## src/rtl/panel_mem_sequencer.sv

```systemverilog
// panel_mem_sequencer: runs PDP-8/e front-panel console commands (clear,
// extended-address load, address load, deposit, examine). It owns the console
// PC and the IF/DF fields, and borrows the shared memory port from the CPU
// for deposit and examine cycles.
module panel_mem_sequencer #(
    parameter int ACK_TIMEOUT = 15
) (
    input  logic        clk,
    input  logic        reset,
    input  logic        cleard,
    input  logic        extd_addrd,
    input  logic        addr_loadd,
    input  logic        depd,
    input  logic        examd,
    input  logic [11:0] sr,
    input  logic        cpu_halted,
    input  logic        cpu_req,
    input  logic        mem_ack,
    input  logic [11:0] mem_rdata,
    output logic        mem_sel,
    output logic        mem_req,
    output logic        mem_we,
    output logic [14:0] mem_addr,
    output logic [11:0] mem_wdata,
    output logic [11:0] pc,
    output logic [2:0]  ifld,
    output logic [2:0]  dfld,
    output logic [11:0] mb,
    output logic        busy,
    output logic        overrun,
    output logic        err
);

    localparam int TW = $clog2(ACK_TIMEOUT + 1);
    localparam logic [TW-1:0] TO_LAST = TW'(ACK_TIMEOUT - 1);

    typedef enum logic [1:0] {IDLE, ARB, ACCESS, DONE} state_t;
    typedef enum logic [2:0] {CMD_NONE, CMD_CLR, CMD_EXT, CMD_ADDR, CMD_DEP, CMD_EXAM} cmd_t;

    // A command and the switch register value it was issued with.
    typedef struct packed {
        cmd_t        cmd;
        logic [11:0] sr;
    } cmd_req_t;

    state_t          state;
    cmd_req_t        pend;
    logic            pend_vld;
    logic [TW-1:0]   tcnt;

    cmd_req_t        new_req;
    logic            new_vld;
    cmd_req_t        disp;
    logic            slot_free;
    logic            take;
    logic            drop;

    // Priority-decode the incoming pulses; lower-priority bits are discarded.
    always_comb begin
        new_req.sr  = sr;
        new_req.cmd = CMD_NONE;
        if (cleard)          new_req.cmd = CMD_CLR;
        else if (extd_addrd) new_req.cmd = CMD_EXT;
        else if (addr_loadd) new_req.cmd = CMD_ADDR;
        else if (depd)       new_req.cmd = CMD_DEP;
        else if (examd)      new_req.cmd = CMD_EXAM;
        new_vld = (new_req.cmd != CMD_NONE);
    end

    // Pending-slot policy for pulses that arrive while busy. In DONE the slot
    // is being drained this cycle, so it counts as free. A clear may replace a
    // queued non-clear command; anything else hitting a full slot is dropped.
    always_comb begin
        slot_free = !pend_vld || (state == DONE);
        take      = new_vld && (slot_free ||
                                (new_req.cmd == CMD_CLR && pend.cmd != CMD_CLR));
        drop      = new_vld && !take;
        disp      = (state == DONE && pend_vld) ? pend : new_req;
    end

    // Sequencer FSM: command dispatch, port arbitration, access and timeout.
    always_ff @(posedge clk) begin
        if (reset) begin
            state     <= IDLE;
            pend      <= '0;
            pend_vld  <= 1'b0;
            tcnt      <= '0;
            mem_sel   <= 1'b0;
            mem_req   <= 1'b0;
            mem_we    <= 1'b0;
            mem_wdata <= '0;
            pc        <= '0;
            ifld      <= '0;
            dfld      <= '0;
            mb        <= '0;
            overrun   <= 1'b0;
            err       <= 1'b0;
        end else begin
            case (state)
                IDLE, DONE: begin
                    mem_sel <= 1'b0;
                    if (state == DONE) begin
                        pend_vld <= 1'b0;
                        // Queued command is dispatched now; a fresh pulse refills the slot.
                        if (pend_vld && new_vld) begin
                            pend     <= new_req;
                            pend_vld <= 1'b1;
                        end
                    end
                    case (disp.cmd)
                        CMD_CLR: begin
                            pend_vld <= 1'b0;
                            overrun  <= 1'b0;
                            err      <= 1'b0;
                            mb       <= '0;
                            state    <= IDLE;
                        end
                        CMD_EXT: begin
                            ifld  <= disp.sr[5:3];
                            dfld  <= disp.sr[2:0];
                            state <= IDLE;
                        end
                        CMD_ADDR: begin
                            pc    <= disp.sr;
                            state <= IDLE;
                        end
                        CMD_DEP, CMD_EXAM: begin
                            mem_we    <= (disp.cmd == CMD_DEP);
                            mem_wdata <= disp.sr;
                            state     <= ARB;
                        end
                        default: state <= IDLE;
                    endcase
                end

                ARB: begin
                    if (new_req.cmd == CMD_CLR) begin
                        // Clear before the port is taken aborts the pending access.
                        pend_vld <= 1'b0;
                        overrun  <= 1'b0;
                        err      <= 1'b0;
                        mb       <= '0;
                        state    <= IDLE;
                    end else begin
                        if (take) begin
                            pend     <= new_req;
                            pend_vld <= 1'b1;
                        end
                        if (drop) overrun <= 1'b1;
                        // mem_sel and mem_req rise together so mem_sel never moves under a request.
                        if (cpu_halted && !cpu_req) begin
                            mem_sel <= 1'b1;
                            mem_req <= 1'b1;
                            tcnt    <= '0;
                            state   <= ACCESS;
                        end
                    end
                end

                ACCESS: begin
                    if (take) begin
                        pend     <= new_req;
                        pend_vld <= 1'b1;
                    end
                    if (drop) overrun <= 1'b1;
                    // Ack wins over a timeout landing on the same edge.
                    if (mem_ack) begin
                        mb      <= mem_we ? mem_wdata : mem_rdata;
                        pc      <= pc + 12'd1;
                        mem_req <= 1'b0;
                        state   <= DONE;
                    end else if (tcnt == TO_LAST) begin
                        err     <= 1'b1;
                        mem_req <= 1'b0;
                        state   <= DONE;
                    end else begin
                        tcnt <= tcnt + 1'b1;
                    end
                end

                default: state <= IDLE;
            endcase
        end
    end

    assign mem_addr = {ifld, pc};
    assign busy     = (state != IDLE) || pend_vld;

endmodule
```

## config.mk

```make
export PLATFORM = sky130hd
export DESIGN_NAME = panel_mem_sequencer
export DESIGN_NICKNAME = d
export VERILOG_FILES = /design/src/rtl/panel_mem_sequencer.sv
export SDC_FILE = /design/constraint.sdc
export NUM_CORES = 1
export LEC_CHECK = 0
export CORE_UTILIZATION = 52
export CTS_CLUSTER_DIAMETER = 40
export DETAILED_ROUTE_END_ITERATION = 12
export PLACE_DENSITY = 0.85
export SYNTH_ARGS = -nofsm -noshare
export SYNTH_HDL_FRONTEND = slang
export SYNTH_SLANG_ARGS = --single-unit
```

## constraint.sdc

```tcl
create_clock -name clk -period 6.45 [get_ports clk]
set_input_delay 1.935 -clock clk [delete_from_list [all_inputs] [get_ports clk]]
set_output_delay 1.935 -clock clk [all_outputs]
set_load 0.01 [all_outputs]
```

# Word-level counts from Yosys, hierarchy flattened
# Cells that the tools add are included.
[totals]
in_bits = 34
ff_bits = 69
wordCells = 122
out_inout_bits = 63
[op_classes]
mux = 50
n_eq_ne = 25
reduce_logical = 30
addsub = 2
[ops]
columns = ["op", "count"]
rows = [
  ["15-bit 2-to-1 mux", 5],
  ["12-bit 2-to-1 mux", 6],
  ["15-bit case mux with 3 select lines", 1],
  ["12-bit case mux with 3 select lines", 1],
  ["12-bit case mux with 2 select lines", 1],
  ["2-bit != test (second input constant)", 9],
  ["1-bit 2-to-1 mux", 16],
  ["4-bit 2-to-1 mux", 4],
  ["3-bit 2-to-1 mux", 5],
  ["12-bit by 1-bit adder with 12-bit output (second input constant)", 1],
  ["3-bit AND reduction", 4],
  ["1-bit case mux with 3 select lines", 3],
  ["2-bit 2-to-1 mux", 4],
  ["4-bit case mux with 2 select lines", 1],
  ["4-bit AND reduction", 2],
  ["2-bit nonzero test", 4],
  ["3-bit by 1-bit equality test with 1-bit output (second input constant)", 2],
  ["3-bit by 2-bit equality test with 1-bit output (second input constant)", 2],
  ["3-bit equality test (second input constant)", 2],
  ["1-bit logical AND", 6],
  ["3-bit != test (second input constant)", 2],
  ["2-bit case mux with 3 select lines", 1],
  ["2-bit AND reduction", 3],
  ["5-bit AND reduction", 1],
  ["other kinds (13)", 21],
]

# Logic depth before layout (Yosys ltp)
# Gate-level depths: netlist (run 1).
[depth]
ltp_word = 14
ltp_mapped = 8

# Least setup slack after synthesis (run 1)
# Ideal clock, no wire load.
[synth_path]
kind = "input -> register"
startpoint = "in cleard"
endpoint = "reg pend[10] (netlist name)"
t_required_ns = 6.322
path_slack_ns = 2.880
setup_time_ns = 0.128
path_buffers = 2
path_stages = 7
t_arrival_ns = 3.443
cell_sequence = "buf_4 inv_2 o211a_1 a2111oi_4 buf_6 mux2i_1 nor2_1"
[synth_via]
elab_chain_len = 8
elab_cells_between_ends = 13
[synth_lines]
columns = ["element", "line_no", "text"]
rows = [
  ["start: declaration", "10", "input logic cleard,"],
  ["3-bit 2-to-1 mux *", "62", "if (cleard) new_req.cmd = CMD_CLR;"],
  ["3-bit by 1-bit equality test with 1-bit output", "76, 137", ""],
  ["1-bit logical AND", "76", "(new_req.cmd == CMD_CLR && pend.cmd != CMD_CLR));"],
  ["1-bit logical OR", "75", "take = new_vld && (slot_free ||"],
  ["1-bit logical AND", "75", ""],
  ["15-bit 2-to-1 mux (2 in a row)", "-", ""],
  ["15-bit case mux with 3 select lines", "-", ""],
  ["end signal: assignment", "106", "pend <= new_req;"],
  ["end signal: assignment", "146", "pend <= new_req;"],
  ["end signal: assignment", "162", "pend <= new_req;"],
  ["end: declaration", "47", "cmd_req_t pend;"],
]
# Mark *: on every way between the ends. The rest lies on a longest branch, timed or not. The select of a mux whose other input is x is not followed.
# A chain may end at the register's enable or synchronous reset.

# Worst setup path in the final report (run 1)
[layout_path]
startpoint = "in cleard"
endpoint = "reg mem_wdata[1]"
[layout_via]
elab_chain_len = 5
elab_cells_between_ends = 6
[layout_lines]
columns = ["element", "line_no", "text"]
rows = [
  ["3-bit 2-to-1 mux *", "62", ""],
  ["15-bit 2-to-1 mux *", "78", "disp = (state == DONE && pend_vld) ? pend : new_req;"],
  ["3-bit equality test", "110", "case (disp.cmd)"],
  ["2-bit OR reduction *", "110", ""],
  ["2-bit AND reduction (no source line) *", "-", ""],
  ["end signal: assignment", "129", "mem_wdata <= disp.sr;"],
  ["end: declaration", "24", "output logic [11:0] mem_wdata,"],
]
# Mark *: on every way between the ends. The rest lies on a longest branch, timed or not.

==> out/results.tsv, run 1 <==
metric	value	unit
Setup TNS	0	ns
post-synthesis mux area share	11.0	%
sequential fraction of the synthesis area	38.3	%
Final #Nets	547	
routed wire length	9450	um
Starting Density	55.2	%
run status	completed	
synth unique cells	53	
Post-DP HPWL	6500	um
global-route usage over all layers	26.7	%
Pwr Total	927	uW
final hold vios	0	
Post-synth EDFFs	0	
chip height	85.3	um
first-pass GRT wire length	15400	um
RSZ-0062 raised after global routing	no	
cell area after synthesis	3610	um2
Hold WC Path Type	flip-flop to flip-flop	
grt total ovfl	0	
core region area	6530	um2
row count	29	
routing usage on met2	42.5	%
Leakage	1.63	nW
async set-reset flop share out of synthesis	0	%
CP startpoint	cleard	
Setup Viol. Count Final	0	
Final Max Tran Viols	0	
RR Startpoint	state[0]	
startpoint type of the worst setup path	input pin	
cell count of the worst reg-to-reg path	6	
CTS tree	done	
Die ar.	7270	um2
clk buf depth	2	
GRT busiest layer	met2	
initial antenna violation count	0	
clk sink count	69	
Placer Congestion	0.848	
Compound-Gate Fraction of Synth Area	20.6	%
xor/xnor share of the synthesized area	0	%
fraction of layout cells with a size suffix above 1	8.43	%
Synth Warn #	0	
main combinational cell family by area after synthesis	compound AO/OA/AOI/OAI gates	
hold_sp	mb[5]	
via count of the first global-routing pass	3214	
power per unit of standard cell area	199	nW/um2
clock skew	0.00591	ns
Post-Syn Nets	477	
CP required	6.69	ns
met1 global-route usage	35.5	%
Diodes inserted	0	
CTS HTree Levels	3	
Clock Latency Late Sink	0.34	ns
max cap viols	0	
Setup CP Type	input pin to flip-flop	
fmax	234	MHz
Clock Tree Root	clkbuf_8	
PortBufs	96	
Tcrit/Tclk final	66.1	%
FF+latch count, synth	69	
multi-input logic area	1940	um2
Synth Instances	435	
most frequent cells in the layout	clkdlybuf4s50_1 (95), dfxtp_1 (69), nor2_1 (51)	
ANT nets after route	0	
Synth Area in Adders	2.77	%
Post-Synth Simple-Gate Area	19.6	%
Die W	85.3	um
hold depth	2	
worst vdd ir	0.140	mV
Worst-Margin Slew	1.13	ns
Mean Syn Cell Area	8.29	um2
Util after Layout	71.4	%
area delta synth->final	29.3	%
CTS Hold Bufs	0	
Worst slew margin	25.0	%
Setup Fix Bufs, Post-CTS	0	
Post-synth top flop	dfxtp_1	
commonest non-fill, non-tap cell in the layout	clkdlybuf4s50_1	
Register Area	1380	um2
post-cts sizing count	0	
crit path max fanout	25	
DR pass1 iterations	4	
fillers	512	
pin count of the biggest net entering global routing	75	
fin crit period	4.27	ns
vias	3425	
IO Pins	97	
Clk pin slew, worst setup/hold paths	0.08	ns
CP endpoint kind	flip-flop	
Num CTS Buffers	9	
Vias/cell	5.83	
DR WL/cell	16.1	um
initial DRC count	273	
GR Layer Usage met3	4.47	%
DRC viols	0	
Arr. time, crit path	4.51	ns
==> flip-flops by register name, indices dropped and copies added, names as in the netlist <==
register / cells
mem_we: 1
pc: 12
tcnt: 4
mem_wdata: 12
overrun: 1
pend: 15
mem_sel: 1
pend_vld: 1
err: 1
dfld: 3
state: 2
ifld: 3
mem_req: 1
mb: 12
==> where the power goes <==
group | internal [mW] | total, mW | switching (mW)
combinational | 0.0625 | 0.120 | 0.0572
clock | 0.188 | 0.361 | 0.173
sequential | 0.435 | 0.447 | 0.0115
==> area by class of cell <==
| cell class | instances | share of cell area [%] |
|---|---|---|
| timing repair buffer | 101 | 21.3 |
| sequential | 69 | 29.6 |
| multi-input combinational | 311 | 41.7 |
| clock inverter | 6 | 1.34 |
| inverter | 13 | 1.05 |
| clock buffer | 10 | 2.95 |
| tap | 77 | 2.07 |
==> metal layers <==
layer	part of all wire (%)	wire, um
met4	2.8	264
met3	5.6	533
met1	45	4300
met5	0	0
met2	46	4350
==> metrics by stage <==
stage	cells	setup WS [ns]	hold slack (ns)	area (um2)
floorplan	435	2.88	0.460	3610
global placement	571	1.99	0.438	4460
detailed placement	571	1.88	0.446	4460
CTS	587	2.24	0.457	4660
global route	587	2.09	0.467	4660
finish	587	2.18	0.455	4660
==> cell families after synthesis <==
family / Yosys count
adders and majority gates: 8
DFF: 69
and+or+nand+nor: 152
buffers and inverters: 55
muxes: 38
AOI/OAI and AO/OA: 113
==> synth_stat cells (12+ instances only) <==
cell type	count	area share, %
a21oi_1	43	6.0
inv_1	12	1.2
mux2i_1	26	7.2
dfxtp_1	69	38
mux2_2	12	3.7
nand2_1	41	4.3
nand3_1	18	2.5
clkbuf_1	19	2.0
nor2_1	51	5.3
a211oi_1	14	2.9
buf_4	16	3.3
==> path summary, 6_finish.rpt <==
| check | endpoint | slack, ns |
|---|---|---|
| max | mem_wdata[1] | 2.18 |
| min | mb[5] | 0.45 |
| max reg2reg | mem_wdata[1] | 3.32 |
| min reg2reg | mb[5] | 0.45 |
==> worst max-delay path, cell delays in order <==
cell             delay, ns
clkdlybuf4s50_1       0.62
nor3_1                0.45
o211ai_1              0.17
a21oi_2               0.93
nor2_1                0.09
a211oi_1              0.30
(Power assumes the default switching activity.)
==> run 2, diff against run 1 <==
--- a/config.mk
+++ b/config.mk
@@ -5,10 +5,10 @@
 export SDC_FILE = /design/constraint.sdc
 export NUM_CORES = 1
 export LEC_CHECK = 0
-export CORE_UTILIZATION = 52
+export CORE_UTILIZATION = 49
 export CTS_CLUSTER_DIAMETER = 40
 export DETAILED_ROUTE_END_ITERATION = 12
-export PLACE_DENSITY = 0.85
+export PLACE_DENSITY = 0.81
 export SYNTH_ARGS = -nofsm -noshare
 export SYNTH_HDL_FRONTEND = slang
 export SYNTH_SLANG_ARGS = --single-unit
==> constraint.sdc (replaced) <==
create_clock -name clk -period 4.3 [get_ports clk]
set_input_delay 1.29 -clock clk [delete_from_list [all_inputs] [get_ports clk]]
set_output_delay 1.29 -clock clk [all_outputs]
set_load 0.01 [all_outputs]
==> run 2 against run 1 <==
Net effect:
- worst setup slack got worse by 1.0 ns
- sequential cell count unchanged
- critical path depth is 1 higher
- via count is 0.82% lower
- combinational power up 52%
- wire length is 2.8% higher
- final cell count up 3.6%
==> out/results.tsv, run 2 (same netlist as run 1, synthesis figures left out) <==
metric	value	unit	change
run status	completed		
initial DRC count	224		-18%
post-cts sizing count	0		unchanged
Arr. time, crit path	3.34	ns	-1.17 ns
Setup Viol. Count Final	0		unchanged
PortBufs	96		unchanged
crit-path cells	clkdlybuf4s50_1 > nor3_1 > and2_1 > a2111oi_4 > buf_4 > mux2i_1 > nor2_1		
Leakage	1.64	nW	+0.47%
Num CTS Buffers	9		unchanged
pin count of the biggest net entering global routing	43		-43%
fraction of layout cells with a size suffix above 1	8.79	%	+0.36 points
most frequent cells in the layout	clkdlybuf4s50_1 (95), dfxtp_1 (69), nor2_1 (51)		
Vias/cell	5.59		-4.2%
crit path max fanout	17		-32%
Setup TNS	0	ns	unchanged
Util after Layout	67.7	%	-3.7 points
core region area	6940	um2	+6.3%
max reg flops	15		unchanged
final hold vios	0		unchanged
max cap viols	0		unchanged
RSZ-0062 raised after global routing	no		
DRC viols	0		unchanged
Tcrit/Tclk final	72.6	%	
CTS Hold Bufs	0		unchanged
Die ar.	7710	um2	+6.0%
fin crit period	3.12	ns	
Top reg by flops	pend		
area delta synth->final	30.4	%	
routed wire length	9710	um	+2.8%
Worst-Margin Slew	0.753	ns	-0.372 ns
Clock Tree Root	clkbuf_8		
Buf/Inv on CP	2		+1
commonest non-fill, non-tap cell in the layout	clkdlybuf4s50_1		
Clk pin slew, worst setup/hold paths	0.08	ns	about the same
grt total ovfl	0		unchanged
met2 wire length	4750	um	+9.1%
CP top delay family	buffers and inverters		
worst vdd ir	0.188	mV	+34%
via count of the first global-routing pass	3161		-1.6%
Setup Fix Bufs, Post-CTS	0		unchanged
clock skew	0.00328	ns	-0.00262 ns
Diodes inserted	0		unchanged
clk buf depth	2		unchanged
Worst slew margin	49.7	%	+25 points
Starting Density	51.9	%	-3.3 points
global-route usage over all layers	26.2	%	-0.43 points
power per unit of standard cell area	294	nW/um2	+48%
CP endpoint kind	flip-flop		
DRT met1 WL	4190	um	-2.4%
Pwr Total	1.38	mW	+49%
Final Max Tran Viols	0		unchanged
DR WL/cell	16.0	um	-0.70%
Clock Latency Late Sink	0.34	ns	about the same
clk sink count	69		unchanged
row count	30		+3.4%
CP required	4.52	ns	-2.17 ns
Final #Nets	549		+0.37%
startpoint type of the worst setup path	input pin		
ANT nets after route	0		unchanged
top routing layer in use	met4		
Die W	87.8	um	+2.9%
IO Pins	97		unchanged
Slowest-stage cell, CP	clkdlybuf4s50_1		
Setup CP Type	input pin to flip-flop		
vias	3397		-0.82%
first-pass GRT wire length	15600	um	+0.85%
Post-DP HPWL	6810	um	+4.8%
chip height	87.8	um	+2.9%
met3 routed WL	631	um	+18%
fillers	556		+8.6%
fmax	320	MHz	
Placer Congestion	0.875		+3.2%
CTS HTree Levels	3		unchanged
initial antenna violation count	0		unchanged
DR pass1 iterations	4		unchanged
crit-path max cell delay	0.71	ns	-0.22 ns
CTS tree	done		
Hold WC Path Type	flip-flop to flip-flop		
## run 2: cell types whose count changed in the layout (fill, tap and decap cells not counted), sizes merged
cell    delta
clkbuf     -1
buf        +2
inv        +1
## run 2: metal layers
layer	track usage, %	vias to the layer above
li1	-	1676
met1	33.8	1598
met4	10.7	0
met3	4.43	12
met2	43.5	111
met5	0	-
## run 2: worst register-to-register path: cells and delay by family (launching register included)
kind            cells  cell delay (ns)
fa+ha+maj           1             0.21
compound gates      3             1.10
buf+inv             3             0.92
flops               1             0.34
## run 2: metrics by stage
stage | instances | setup WS (ns) | cell area (um2) | hold slack [ns]
after global placement | 592 | 0.944 | 4500 | 0.438
final | 608 | 1.18 | 4700 | 0.462
after floorplan | 435 | 1.37 | 3610 | 0.460
after detailed placement | 592 | 0.881 | 4500 | 0.448
after CTS | 608 | 1.21 | 4700 | 0.462
after global routing | 608 | 1.03 | 4700 | 0.478
## run 2: area by class of cell
class	instances	area [um2]	share of cell area, %
clock buffers	9	124	2.63
repair buffers	103	1010	21.4
inverters	13	48.8	1.04
flip-flops and latches	69	1380	29.4
well taps	96	120	2.55
clock inverters	7	75.1	1.60
multi-input cells	311	1940	41.4
## run 2: where the power goes
group | internal, mW | switching, mW | total (mW)
logic | 0.0946 | 0.0875 | 0.182
clock network | 0.269 | 0.262 | 0.531
registers | 0.653 | 0.0164 | 0.669
total | 1.02 | 0.366 | 1.38
## run 2: worst paths after layout
kind / depth (start not counted) / slack, ns / end / from
max: 7 / 1.18 / pend[7] / cleard
min: 2 / 0.46 / mb[4] / mb[4]
max reg2reg: 7 / 1.65 / pc[5] / state[0]
min reg2reg: 2 / 0.46 / mb[4] / mb[4]
==> run 3, diff against run 2 <==
--- a/config.mk
+++ b/config.mk
@@ -5,10 +5,10 @@
 export SDC_FILE = /design/constraint.sdc
 export NUM_CORES = 1
 export LEC_CHECK = 0
-export CORE_UTILIZATION = 49
+export CORE_UTILIZATION = 44
 export CTS_CLUSTER_DIAMETER = 40
 export DETAILED_ROUTE_END_ITERATION = 12
-export PLACE_DENSITY = 0.81
+export PLACE_DENSITY = 0.77
 export SYNTH_ARGS = -nofsm -noshare
 export SYNTH_HDL_FRONTEND = slang
 export SYNTH_SLANG_ARGS = --single-unit
==> constraint.sdc (replaced) <==
create_clock -name clk -period 2.8 [get_ports clk]
set_input_delay 0.84 -clock clk [delete_from_list [all_inputs] [get_ports clk]]
set_output_delay 0.84 -clock clk [all_outputs]
set_load 0.01 [all_outputs]
==> run 3 against run 2 <==
Net effect:
- global-route usage shrank 3.7 points
- die area up 11%
- worst hold slack gained 0.0016 ns
- final cell count grew 2.5%
- clock skew is 0.0035 ns higher
- total power is 59% higher
- critical path type is now flip-flop to primary output
- largest power group unchanged
==> out/results.tsv, run 3 (same netlist as run 1, synthesis figures left out) <==
metric	value	unit	change
hold_sp	mb[11]		
Diodes inserted	0		unchanged
dpl cells	607		+2.5%
Setup Fix Bufs, Post-CTS	0		unchanged
Clock power frac	40.3	%	+1.9 points
RR Startpoint	state[0]		
crit path max fanout	4		-13
Util after Layout	61.5	%	-6.2 points
chip height	92.5	um	+5.4%
Placer Congestion	0.824		-5.9%
Clk pin slew, worst setup/hold paths	0.08	ns	about the same
Die ar.	8560	um2	+11%
final cell count without fillers	623		+2.5%
Hold WC Path Type	flip-flop to flip-flop		
fin worst setup slack	0.335	ns	-0.843 ns
fraction of layout cells with a size suffix above 1	10.2	%	+1.4 points
switching share of power	24.8	%	-1.7 points
final hold vios	0		unchanged
clk sink count	69		unchanged
Starting Density	46.0	%	-6.0 points
final instance area	4830	um2	+2.7%
run status	completed		
Final Max Tran Viols	0		unchanged
max reg flops	15		unchanged
Final #Nets	558		+1.6%
pin count of the biggest net entering global routing	29		-33%
Setup TNS	0	ns	unchanged
PortBufs	96		unchanged
area post-placement	4620	um2	+2.5%
top routing layer in use	met4		
post-cts sizing count	0		unchanged
commonest non-fill, non-tap cell in the layout	clkdlybuf4s50_1		
Arr. time, crit path	1.63	ns	-1.71 ns
area delta synth->final	33.9	%	
RSZ-0062 raised after global routing	no		
first-pass GRT wire length	15400	um	-1.2%
Num CTS Buffers	9		unchanged
routed wire length	9390	um	-3.3%
vias	3465		+2.0%
Clock Tree Root	clkbuf_8		
Die W	92.5	um	+5.4%
CP startpoint	state[0]		
worst vdd ir	0.215	mV	+15%
max cap viols	0		unchanged
CP endpoint kind	primary output		
initial DRC count	212		-5.4%
CTS Hold Bufs	0		unchanged
fin crit period	2.47	ns	
grt total ovfl	0		unchanged
Worst-Margin Slew	0.544	ns	-0.209 ns
most frequent cells in the layout	clkdlybuf4s50_1 (95), dfxtp_1 (69), nor2_1 (51)		
via count of the first global-routing pass	3155		-0.19%
power per unit of standard cell area	456	nW/um2	+55%
Top reg by flops	pend		
sequential group share of total power	46.6	%	-1.8 points
fmax	406	MHz	
Setup CP Type	flip-flop to primary output		
DR WL/cell	15.1	um	-5.6%
startpoint type of the worst setup path	flip-flop		
Internal Dissipation	1.66	mW	+63%
Tcrit/Tclk final	88.0	%	
CTS HTree Levels	3		unchanged
IO Pins	97		unchanged
Leakage	1.71	nW	+4.3%
met3 routed WL	525	um	-17%
global-route usage over all layers	22.5	%	-3.7 points
Comb power frac	13.1	%	about the same
DR pass1 iterations	5		+1
ANT nets after route	0		unchanged
CTS tree	done		
DRT met1 WL	4210	um	+0.41%
initial antenna violation count	0		unchanged
core region area	7850	um2	+13%
row count	32		+6.7%
clk buf depth	2		unchanged
clock skew	0.00677	ns	+0.00348 ns
Setup Viol. Count Final	0		unchanged
Worst slew margin	63.5	%	+14 points
Post-DP HPWL	6920	um	+1.6%
DRC viols	0		unchanged
Sw Pwr	546	uW	+49%
met2 wire length	4510	um	-5.1%
Clock Latency Late Sink	0.34	ns	about the same
worst slack, placed	0.0824	ns	-0.798 ns
CP required	1.96	ns	-2.56 ns
Vias/cell	5.56		-0.45%
-- run 3: changes by cell type in the layout (fill, tap and decap cells not counted), sizes merged --
cell | before | now
bufinv | 1 | 2
buf | 8 | 17
clkbuf | 9 | 10
clkinvlp | 3 | 1
-- run 3: stage by stage --
stage	power [mW]	hold WS, ns
detailed placement	1.34	0.449
finish	2.20	0.464
CTS	2.21	0.459
global placement	1.33	0.443
global route	2.28	0.469
floorplan	1.19	0.460
-- run 3: final cells by class --
cell class | instances | area (um2)
clock buffers | 10 | 128
clock inverters | 6 | 86.3
fillers | 675 | 3020
inverters | 13 | 48.8
multi-input cells | 311 | 1940
flip-flops and latches | 69 | 1380
well taps | 102 | 128
repair buffers | 112 | 1110
-- run 3: power groups by stage --
stage | registers, mW | clock network [mW] | logic, mW
after global routing | 1.03 | 0.935 | 0.312
after global placement | 1.05 | 0 | 0.283
after detailed placement | 1.05 | 0 | 0.288
after CTS | 1.03 | 0.893 | 0.290
after floorplan | 1.05 | 0 | 0.137
final | 1.03 | 0.889 | 0.289
-- run 3: per-layer routing --
metal	track usage [%]	vias to the layer above
met1	29.8	1655
met5	0	-
li1	-	1694
met4	8.33	0
met2	37.1	106
met3	3.20	10
-- run 3: path summary, 6_finish.rpt --
check            end  slack, ns  cells past startpoint
max             busy       0.33                      4
min           mb[11]       0.46                      2
max reg2reg  dfld[1]       0.43                      8
min reg2reg   mb[11]       0.46                      2
-- run 3: worst max-delay path, stage by stage, from the launching register on --
cell and delay (ns):
dfxtp_1 0.39, inv_1 0.10, ha_1 0.20, nand2b_1 0.06, clkdlybuf4s50_1 0.53
